**config.mk**
```make
export PLATFORM = sky130hd
export DESIGN_NAME = fp_add_acc_flat
export DESIGN_NICKNAME = d
export VERILOG_FILES = /design/src/rtl/fp_add_pkg.sv /design/src/rtl/fp_add_acc_if.sv /design/src/rtl/fp_lzc.sv /design/src/rtl/fp_add_acc.sv /design/src/flat_wrapper.sv
export SDC_FILE = /design/constraint.sdc
export NUM_CORES = 1
export LEC_CHECK = 0
export ABC_AREA = 0
export BUFFER_PORTS_ARGS = -buffer_cell sky130_fd_sc_hd__buf_4
export CAP_MARGIN = 15
export CORE_ASPECT_RATIO = 0.5
export CORE_UTILIZATION = 50
export DETAILED_ROUTE_END_ITERATION = 10
export PLACE_DENSITY = 0.7
export SLEW_MARGIN = 25
export SYNTH_ARGS = -nofsm -noshare
export SYNTH_HDL_FRONTEND = slang
export SYNTH_SLANG_ARGS = --single-unit
```
**constraint.sdc**
```tcl
create_clock -name clock -period 11.41 [get_ports clock]
set_input_delay 0 -clock clock [delete_from_list [all_inputs] [get_ports clock]]
set_output_delay 0 -clock clock [all_outputs]
set_load 0.05 [all_outputs]
```
**src/rtl/fp_add_pkg.sv**
```systemverilog
// Shared types and constants for the multi-cycle floating-point add/accumulate block.
// Default widths give IEEE-754 single precision.
package fp_add_pkg;

  localparam int EXP_W_DEF = 8;
  localparam int MAN_W_DEF = 23;
  localparam int W_DEF     = 1 + EXP_W_DEF + MAN_W_DEF;

  typedef enum logic [2:0] {IDLE, ALIGN, ADD, NORM, ROUND, DONE} state_t;

  localparam logic [W_DEF-1:0] QNAN_DEF = 32'h7FC0_0000;
  localparam logic [W_DEF-1:0] INF_DEF  = 32'h7F80_0000;

  function automatic logic f_sign(input logic [W_DEF-1:0] w);
    return w[W_DEF-1];
  endfunction

  function automatic logic [EXP_W_DEF-1:0] f_exp(input logic [W_DEF-1:0] w);
    return w[W_DEF-2:MAN_W_DEF];
  endfunction

  function automatic logic [MAN_W_DEF-1:0] f_man(input logic [W_DEF-1:0] w);
    return w[MAN_W_DEF-1:0];
  endfunction

endpackage

```
**src/rtl/fp_add_acc_if.sv**
```systemverilog
// Operand/result handshake bundle between a requester and fp_add_acc.
interface fp_add_acc_if #(
  parameter int W = 32
);
  logic         in_valid;
  logic         in_ready;
  logic [W-1:0] op_a;
  logic [W-1:0] op_b;
  logic         sub;
  logic         acc;
  logic         out_valid;
  logic         out_ready;
  logic [W-1:0] result;

  modport master (
    output in_valid, op_a, op_b, sub, acc, out_ready,
    input  in_ready, out_valid, result
  );

  modport slave (
    input  in_valid, op_a, op_b, sub, acc, out_ready,
    output in_ready, out_valid, result
  );
endinterface

```
**src/rtl/fp_lzc.sv**
```systemverilog
// Combinational leading-zero counter; an all-zero input reports W.
module fp_lzc #(
  parameter int W = 27
) (
  input  logic [W-1:0]             value,
  output logic [$clog2(W+1)-1:0]   count
);
  logic found;

  always_comb begin
    count = '0;
    found = 1'b0;
    for (int i = W - 1; i >= 0; i--) begin
      if (!found) begin
        if (value[i]) found = 1'b1;
        else          count = count + 1'b1;
      end
    end
  end
endmodule

```
**src/rtl/fp_add_acc.sv**
```systemverilog
// Multi-cycle FP adder/subtractor (ALIGN/ADD/NORM/ROUND) with flush-to-zero,
// round-to-nearest-even, and a result register reusable as operand A.
module fp_add_acc
  import fp_add_pkg::*;
#(
  parameter int EXP_W = EXP_W_DEF,
  parameter int MAN_W = MAN_W_DEF
) (
  input logic        clock,
  input logic        reset,
  fp_add_acc_if.slave bus
);
  localparam int W   = 1 + EXP_W + MAN_W;
  localparam int MW  = MAN_W + 4;           // hidden, fraction, guard, round, sticky
  localparam int XW  = EXP_W + 2;           // signed exponent with headroom
  localparam int LZW = $clog2(MW + 1);
  localparam logic [EXP_W-1:0]     EMAX = '1;
  localparam logic [W-1:0]         QNAN = {1'b0, EMAX, 1'b1, {(MAN_W-1){1'b0}}};
  localparam logic signed [XW-1:0] XMAX = $signed({2'b00, EMAX});
  localparam logic [MW-1:0]        ONES = '1;

  state_t state, nxt;

  logic [W-1:0]          a_q, b_q, res_q, spec_val_q;
  logic                  sgn_q, eff_sub_q, spec_q, zero_q;
  logic [EXP_W-1:0]      exp_q;
  logic [MW-1:0]         ml_q, ms_q, mn_q;
  logic [MW:0]           sum_q;
  logic signed [XW-1:0]  xn_q;

  always_ff @(posedge clock) begin
    if (reset) state <= IDLE;
    else       state <= nxt;
  end

  always_comb begin
    nxt           = state;
    bus.in_ready  = 1'b0;
    bus.out_valid = 1'b0;
    case (state)
      IDLE:    begin bus.in_ready = 1'b1; if (bus.in_valid) nxt = ALIGN; end
      ALIGN:   nxt = ADD;
      ADD:     nxt = NORM;
      NORM:    nxt = ROUND;
      ROUND:   nxt = DONE;
      DONE:    begin bus.out_valid = 1'b1; if (bus.out_ready) nxt = IDLE; end
      default: nxt = IDLE;
    endcase
  end

  assign bus.result = res_q;

  // ALIGN: classify, order by magnitude, shift the smaller significand
  logic [EXP_W-1:0] ea, eb, el, es, d;
  logic             a_nan, b_nan, a_inf, b_inf, a_big, sgn_l, spec;
  logic [W-2:0]     mag_a, mag_b, mag_l, mag_s;
  logic [MW-1:0]    m_l, m_s, m_sh;
  logic [W-1:0]     spec_val;

  always_comb begin
    ea    = a_q[W-2:MAN_W];
    eb    = b_q[W-2:MAN_W];
    a_nan = (ea == EMAX) && (a_q[MAN_W-1:0] != '0);
    b_nan = (eb == EMAX) && (b_q[MAN_W-1:0] != '0);
    a_inf = (ea == EMAX) && (a_q[MAN_W-1:0] == '0);
    b_inf = (eb == EMAX) && (b_q[MAN_W-1:0] == '0);
    mag_a = (ea == '0) ? '0 : a_q[W-2:0];
    mag_b = (eb == '0) ? '0 : b_q[W-2:0];
    a_big = mag_a >= mag_b;
    mag_l = a_big ? mag_a : mag_b;
    mag_s = a_big ? mag_b : mag_a;
    sgn_l = a_big ? a_q[W-1] : b_q[W-1];
    el    = mag_l[W-2:MAN_W];
    es    = mag_s[W-2:MAN_W];
    d     = el - es;
    m_l   = {el != '0, mag_l[MAN_W-1:0], 3'b000};
    m_s   = {es != '0, mag_s[MAN_W-1:0], 3'b000};
    if (int'(d) >= MW) m_sh = {{(MW-1){1'b0}}, |m_s};
    else               m_sh = (m_s >> d) | {{(MW-1){1'b0}}, |(m_s & ~(ONES << d))};
    spec     = 1'b1;
    spec_val = QNAN;
    if (a_nan || b_nan || (a_inf && b_inf && (a_q[W-1] != b_q[W-1]))) spec_val = QNAN;
    else if (a_inf) spec_val = {a_q[W-1], EMAX, {MAN_W{1'b0}}};
    else if (b_inf) spec_val = {b_q[W-1], EMAX, {MAN_W{1'b0}}};
    else            spec     = 1'b0;
  end

  logic [MW:0] sum;
  assign sum = eff_sub_q ? ({1'b0, ml_q} - {1'b0, ms_q}) : ({1'b0, ml_q} + {1'b0, ms_q});

  // NORM: carry folds the dropped bit into sticky; otherwise one-shot left shift
  logic [LZW-1:0]       lz;
  logic [MW-1:0]        mn;
  logic signed [XW-1:0] xn;

  fp_lzc #(.W(MW)) u_lzc (.value(sum_q[MW-1:0]), .count(lz));

  always_comb begin
    if (sum_q[MW]) begin
      mn = {sum_q[MW:2], sum_q[1] | sum_q[0]};
      xn = $signed({2'b00, exp_q}) + 1;
    end else begin
      mn = sum_q[MW-1:0] << lz;
      xn = $signed({2'b00, exp_q}) - $signed({{(XW-LZW){1'b0}}, lz});
    end
  end

  logic [MAN_W+1:0]     mr;
  logic                 up, ovf;
  logic signed [XW-1:0] xr;
  logic [W-1:0]         rnd;

  always_comb begin
    up  = mn_q[2] & (mn_q[3] | mn_q[1] | mn_q[0]);
    mr  = {1'b0, mn_q[MW-1:3]} + {{(MAN_W+1){1'b0}}, up};
    ovf = mr[MAN_W+1];
    xr  = xn_q + $signed({{(XW-1){1'b0}}, ovf});
    if (spec_q)         rnd = spec_val_q;
    else if (zero_q)    rnd = {sgn_q & ~eff_sub_q, {(W-1){1'b0}}};
    else if (xn_q <= 0) rnd = {sgn_q, {(W-1){1'b0}}};
    else if (xr >= XMAX) rnd = {sgn_q, EMAX, {MAN_W{1'b0}}};
    else                rnd = {sgn_q, xr[EXP_W-1:0], ovf ? mr[MAN_W:1] : mr[MAN_W-1:0]};
  end

  always_ff @(posedge clock) begin
    if (reset) begin
      a_q <= '0; b_q <= '0; res_q <= '0; spec_val_q <= '0;
      sgn_q <= 1'b0; eff_sub_q <= 1'b0; spec_q <= 1'b0; zero_q <= 1'b0;
      exp_q <= '0; ml_q <= '0; ms_q <= '0; mn_q <= '0; sum_q <= '0; xn_q <= '0;
    end else begin
      case (state)
        IDLE: if (bus.in_valid) begin
          a_q <= bus.acc ? res_q : bus.op_a;
          b_q <= {bus.op_b[W-1] ^ bus.sub, bus.op_b[W-2:0]};
        end
        ALIGN: begin
          sgn_q <= sgn_l; eff_sub_q <= a_q[W-1] ^ b_q[W-1]; exp_q <= el;
          ml_q <= m_l; ms_q <= m_sh; spec_q <= spec; spec_val_q <= spec_val;
        end
        ADD:   sum_q <= sum;
        NORM:  begin mn_q <= mn; xn_q <= xn; zero_q <= (sum_q == '0); end
        ROUND: res_q <= rnd;
        default: ;
      endcase
    end
  end
endmodule

```
**src/flat_wrapper.sv**
```systemverilog
// flat-port wrapper written by rule: the top's interface ports become plain ports
module fp_add_acc_flat import fp_add_pkg::*;
#(
  parameter int EXP_W = EXP_W_DEF,
  parameter int MAN_W = MAN_W_DEF
)
  (clock, reset, bus_in_valid, bus_op_a, bus_op_b, bus_sub, bus_acc, bus_out_ready, bus_in_ready, bus_out_valid, bus_result);
  fp_add_acc_if #(.W(32)) bus_i ();
  input logic clock;
  input logic reset;
  input wire logic [$bits(bus_i.in_valid)-1:0] bus_in_valid;
  input wire logic [$bits(bus_i.op_a)-1:0] bus_op_a;
  input wire logic [$bits(bus_i.op_b)-1:0] bus_op_b;
  input wire logic [$bits(bus_i.sub)-1:0] bus_sub;
  input wire logic [$bits(bus_i.acc)-1:0] bus_acc;
  input wire logic [$bits(bus_i.out_ready)-1:0] bus_out_ready;
  output wire logic [$bits(bus_i.in_ready)-1:0] bus_in_ready;
  output wire logic [$bits(bus_i.out_valid)-1:0] bus_out_valid;
  output wire logic [$bits(bus_i.result)-1:0] bus_result;
  assign bus_i.in_valid = bus_in_valid;
  assign bus_i.op_a = bus_op_a;
  assign bus_i.op_b = bus_op_b;
  assign bus_i.sub = bus_sub;
  assign bus_i.acc = bus_acc;
  assign bus_i.out_ready = bus_out_ready;
  assign bus_in_ready = bus_i.in_ready;
  assign bus_out_valid = bus_i.out_valid;
  assign bus_result = bus_i.result;
  fp_add_acc #(.EXP_W(EXP_W), .MAN_W(MAN_W)) u_core (.clock(clock), .reset(reset), .bus(bus_i));
endmodule
```
# Yosys cells after proc, flatten, opt, wreduce, memory -nomap -nowiden
# Cells that the tools add are included.
# totals
regBits,259
latchBits,0
mem_bits_rw,0
rom_bits,0
out_inout_bits,34
wordCells,228
mem_count,0
# op_classes
addsub,33
multipliers,0
div_mod_pow,0
n_lt_le_gt_ge,4
eq_ne,10
shifts,3
n_mux,130
bitwise_logic,11
n_reduce_logical,22
# op_table
operator,n
two-way mux 5 bit,52
two-way mux 32 bit,6
two-way mux 31 bit,6
adder 5 x 1 -> 5 bit (second input constant),26
two-way mux 1 bit,58
two-way mux 27 bit,2
zero test 23 bit,2
nonzero test 23 bit,2
greater-or-equal comparator 31 bit,1
adder 27 x 27 -> 28 bit,1
zero test 28 bit,1
two-way mux 28 bit,1
subtractor 27 x 27 -> 28 bit,1
AND 27 bit,1
NOT 27 bit,1
bitwise OR 27 x 1 -> 27 bit,1
OR reduction 27 bit,1
left shift 27 x 5 -> 27 bit,1
left shift 27 x 8 -> 27 bit (first input constant),1
right shift 27 x 8 -> 27 bit,1
adder 24 x 1 -> 25 bit,1
OR reduction 24 bit,1
two-way mux 23 bit,1
one-hot mux 3 bit (6 select lines),1
other kinds (25),43

# Longest topological paths before layout
# depth
depth_word,81
depth_mapped,73
mapped_depth_nobuf,71

# Hierarchy
# A second synthesis with hierarchy kept.
# unflattened
hier_cells,2740
hier_area_um2,20204.4
# by_module_without_submodules
mod,n_inst,cells_per_inst,area_per_inst_um2
fp_add_acc,1,2299,17254.0
fp_lzc,1,441,2950.3

# Worst setup path before layout
# Ideal clock, no wire load.
# synth_timing
path_kind,register to register
start,reg u_core.sum_q[23]
end,reg u_core.xn_q[7]
setup_time_ps,70
t_arrival_ps,12472
required_ps,11340
slack_ps,-1132
stages_incl_launch_ff,71
path_buffers,1
cell_sequence,dfxtp_1 -> or4_4 -> and2_1 -> ha_1 -> nand2b_1 -> a21oi_1 -> o21ai_0 -> ha_1 -> nor3b_1 -> o311ai_0 -> o2bb2ai_1 -> a21o_1 -> ha_1 -> nor2_1 -> nor3_1 -> a211oi_1 -> inv_1 -> nor2_1 -> (+35 left out) -> nand2_1 -> nand2_1 -> ha_1 -> nor2b_1 -> xnor2_1 -> nor4_1 -> xnor2_1 -> inv_1 -> clkbuf_1 -> ha_1 -> a21o_1 -> a21oi_1 -> o21ai_0 -> nor3_1 -> a31oi_1 -> xnor2_1 -> nand2_1 -> a21oi_1
# synth_via
elab_chain_cells,73
elab_cells_between_ends,97
classes_between,add/sub (24); mux (73)
# synth_rtl
element,line_no,rtl
"start, declared",fp_add_acc.sv:28,logic [MW:0] sum_q;
"start signal, assigned",fp_add_acc.sv:140,ADD: sum_q <= sum;
two-way mux 5 bit,fp_lzc.sv:15,if (value[i]) found = 1'b1;
two-way mux 5 bit,fp_lzc.sv:14,if (!found) begin
adder 5 x 1 -> 5 bit,fp_lzc.sv:16,else count = count + 1'b1;
two-way mux 5 bit,fp_lzc.sv:15,
two-way mux 5 bit,fp_lzc.sv:14,
adder 5 x 1 -> 5 bit,fp_lzc.sv:16,
two-way mux 5 bit,fp_lzc.sv:15,
two-way mux 5 bit,fp_lzc.sv:14,
(+57 left out),n/a,
adder 5 x 1 -> 5 bit,fp_lzc.sv:16,
two-way mux 5 bit,fp_lzc.sv:15,
two-way mux 5 bit,fp_lzc.sv:14,
adder 5 x 1 -> 5 bit,fp_lzc.sv:16,
two-way mux 5 bit,fp_lzc.sv:15,
two-way mux 5 bit (*),fp_lzc.sv:14,
subtractor 8 x 5 -> 9 bit (*),fp_add_acc.sv:104,"xn = $signed({2'b00, exp_q}) - $signed({{(XW-LZW){1'b0}}, lz});"
two-way mux 10 bit (*),fp_add_acc.sv:99,if (sum_q[MW]) begin
"end signal, assigned",fp_add_acc.sv:141,NORM: begin mn_q <= mn; xn_q <= xn; zero_q <= (sum_q == '0); end
"end, declared",fp_add_acc.sv:29,logic signed [XW-1:0] xn_q;
# Every way passes the cells marked *; elsewhere a longest branch is shown, timed or not.
# A chain may end at the register's enable or synchronous reset.

# Worst setup path after layout
# layout_timing
start,reg u_core.sum_q[24]
end,reg u_core.xn_q[7]
# layout_via
elab_chain_cells,76
elab_cells_between_ends,101
classes_between,add/sub (25); mux (76)
# layout_rtl
element,line_no
two-way mux 5 bit,fp_lzc.sv:15
two-way mux 5 bit,fp_lzc.sv:14
adder 5 x 1 -> 5 bit,fp_lzc.sv:16
two-way mux 5 bit,fp_lzc.sv:15
two-way mux 5 bit,fp_lzc.sv:14
adder 5 x 1 -> 5 bit,fp_lzc.sv:16
two-way mux 5 bit,fp_lzc.sv:15
two-way mux 5 bit,fp_lzc.sv:14
(+60 left out),n/a
adder 5 x 1 -> 5 bit,fp_lzc.sv:16
two-way mux 5 bit,fp_lzc.sv:15
two-way mux 5 bit,fp_lzc.sv:14
adder 5 x 1 -> 5 bit,fp_lzc.sv:16
two-way mux 5 bit,fp_lzc.sv:15
two-way mux 5 bit (*),fp_lzc.sv:14
subtractor 8 x 5 -> 9 bit (*),fp_add_acc.sv:104
two-way mux 10 bit (*),fp_add_acc.sv:99
# Marks and branches as above.

==> summary.md <==
| Metric | Value |
|---|---|
| Final Hold Viols | `0` |
| Worst r2r path cells | `76` |
| Cell count after synthesis | `2623` |
| Initial drt markers | `2321` |
| Commonest cells after routing, fill and taps aside | `nor2_1 (330), nand2_1 (307), buf_4 (260)` |
| Seq cells post-synth | `230` |
| Status | `complete, but fails checks` |
| Fin cells | `3346` |
| First-pass GRT wire length | `103000 µm` |
| HPWL after DPL | `47300 µm` |
| Clock sink count | `230` |
| Post-Syn Nets | `2809` |
| Post-DR wirelength/cell | `20.0 µm` |
| Mean post-synth cell area | `7.30 µm²` |
| Synthesized area | `19200 µm²` |
| Post-synth EDFFs | `0` |
| I/O pin count | `104` |
| Total GRT Usage | `0.327` |
| Vias | `20.6k` |
| Clk Latency, worst-skew pair | `0.54 ns` |
| Clk slew on worst S/H paths | `0.07 ns` |
| Largest net degree at the start of global routing | `98` |
| CP top delay family | `adder cells` |
| Crit start category | `register` |
| Rel. slew slack | `0.351` |
| Required time of the worst setup path | `11.87 ns` |
| Initial core utilization | `0.510` |
| Commonest non-fill, non-tap cell in the layout | `nor2_1` |
| Final worst slack | `-0.450 ns` |
| Die X | `279 µm` |
| Placed cell count | `3160` |
| Hold Path Cell Cnt | `3` |
| Yosys cell types | `89` |
| H-Tree Depth | `1` |
| Max Root-Sink Buffers | `3` |
| IO buf count | `103` |
| Die footprint | `39100 µm²` |
| Most used cell, CP | `buf_4` |
| Total grt overflow | `0` |
| Vias in the first global route | `18.7k` |
| RSZ-0062 raised after global routing | `yes` |
| Initial antenna violation count | `2` |
| Synth async-reset ratio | `0` |
| Register area share after synthesis | `0.240` |
| Root buffer cell | `clkbuf_16` |
| Critical Path Stages | `76` |
| Setup crit end kind | `register` |
| CTS Buf Count | `23` |
| Filler cells | `3299` |
| Top FF cell, synth | `dfxtp_1` |
| Core area | `37500 µm²` |
| Yosys Warn Count | `0` |
| Max Cap Viol | `0` |
| Buffers and inverters on the worst path | `14` |
| Worst Hold Class | `in -> reg` |
| DRT Wirelength | `67100 µm` |
| Crit path DAT | `12.32 ns` |
| Gpl congestion | `0.989` |
| Tcrit/Tclk final | `1.04` |
| Critical Path Max Stage Delay | `0.53 ns` |
| Final ANT Viol Nets | `0` |
| First drt pass iteration count | `6` |
| TritonCTS clock tree | `yes` |
| Via density | `6.16` |
| Chip height | `140 µm` |
| Crit path time final | `11.86 ns` |
| Crit path max fanout | `3` |
| Slew Viols, Final | `0` |
| Rows | `50` |
| Final setup fails | `35` |
| Ratio of cells with drive above 1 in the final layout | `0.173` |
| Critical Setup Path Class | `reg -> reg` |
| Crit-path slowest cell | `or4_4` |
| Achievable clock frequency | `84.3 MHz` |
| Worst-margin pin slew | `0.974 ns` |
| Drc violations | `0` |
| Failing checks | `negative setup slack` |
| Final setup skew | `0.0118 ns` |
| P&R area growth vs syn | `24.4%` |
| Post-layout net count | `3021` |
[kinds of logic after synthesis]
family	after synthesis	synth area share
and+or+nand+nor	980	0.231
buffers and inverters	283	0.0566
xor gates and xnor gates	115	0.0574
muxes	153	0.0841
DFF	230	0.240
adders and majority gates	120	0.0786
AOI/OAI and AO/OA	742	0.252
[area by class of cell]
type                       count  area, µm²  area share
antenna                        1       2.50    0.000105
inverter                     105        399      0.0168
tap                          494        618      0.0259
multi-input combinational   2110      14300       0.600
timing repair buffer         365       3090       0.130
clock buffer                  29        628      0.0264
sequential                   230       4610       0.193
clock inverter                12        184     0.00772
[per-stage QoR]
stage	worst slack, ns	instance area (µm²)	hold slack [ns]	util	setup TNS (ns)
2_1_floorplan	-0.198	19300	0.136	-	-0.365
3_3_place_gp	-0.270	21000	0.250	0.559	-3.61
3_5_place_dp	-0.610	21000	0.257	0.559	-13.12
4_1_cts	-0.273	23300	0.0785	0.621	-4.40
5_1_grt	-1.08	23800	0.115	0.635	-31.52
6_report	-0.450	23800	0.118	0.635	-10.79
[cells in the mapped netlist, drive strengths merged, types with 77 or more instances]
library cell | n | area (µm²)
nor2 | 344 | 1290
nand2 | 311 | 1170
dfxtp | 230 | 4600
a21oi | 220 | 1100
clkbuf | 155 | 583
o21ai | 138 | 691
mux2i | 135 | 1350
ha | 114 | 1430
inv | 104 | 390
a211oi | 100 | 756
nor3 | 80 | 412
xnor2 | 77 | 708
[worst paths after layout]
check,endpoint,from,slack (ns)
max,u_core.xn_q[7]$_SDFFE_PP0N_,u_core.sum_q[24]$_SDFFE_PP0P_,-0.45
min,u_core.a_q[0]$_SDFFE_PP0P_,bus_acc,0.12
max reg2reg,u_core.xn_q[7]$_SDFFE_PP0N_,u_core.sum_q[24]$_SDFFE_PP0P_,-0.45
min reg2reg,u_core.b_q[22]$_SDFFE_PP0P_,u_core.b_q[22]$_SDFFE_PP0P_,0.47
[worst register-to-register path, delay by kind of cell (launching register included)]
kind	cells	cell delay, ns
adders and majority gates	11	3.13
AOI/OAI and AO/OA	23	2.99
muxes	3	0.52
DFF	1	0.32
xor gates and xnor gates	5	0.68
and+or+nand+nor	20	2.73
buffers and inverters	14	1.43
[layer usage]
layer,global-route usage,share of wire,wire [µm],up-vias
met2,0.505,0.43,29100,906
li1,-,-,-,9858
met3,0.0519,0.082,5470,144
met1,0.467,0.45,30400,9688
met4,0.0920,0.030,2010,2
met5,0,0.00019,13,-
[what timing repair did]
| action | 4_1_cts | 5_1_grt |
|---|---|---|
| gates resized for setup | 79 | 73 |
| pin swaps | 60 | 46 |
| endpoints found under the setup margin | 35 | 36 |
| endpoints found under the hold margin | 96 | 0 |
| cloned | 1 | 2 |
| setup buffers | 48 | 10 |
| hold buffers | 87 | 0 |
[state kept, by name, summed over array words and instances (netlist names), 3 cells and up]
register	flops
u_core.sum_q	28
u_core.state	3
u_core.mn_q	27
u_core.exp_q	8
u_core.bus.result	32
u_core.xn_q	10
u_core.ms_q	27
u_core.a_q	32
u_core.spec_val_q	3
u_core.b_q	32
u_core.ml_q	24
Power is not shown: default switching activity piles up to over one toggle a cycle in this logic, so the estimate is an artifact.
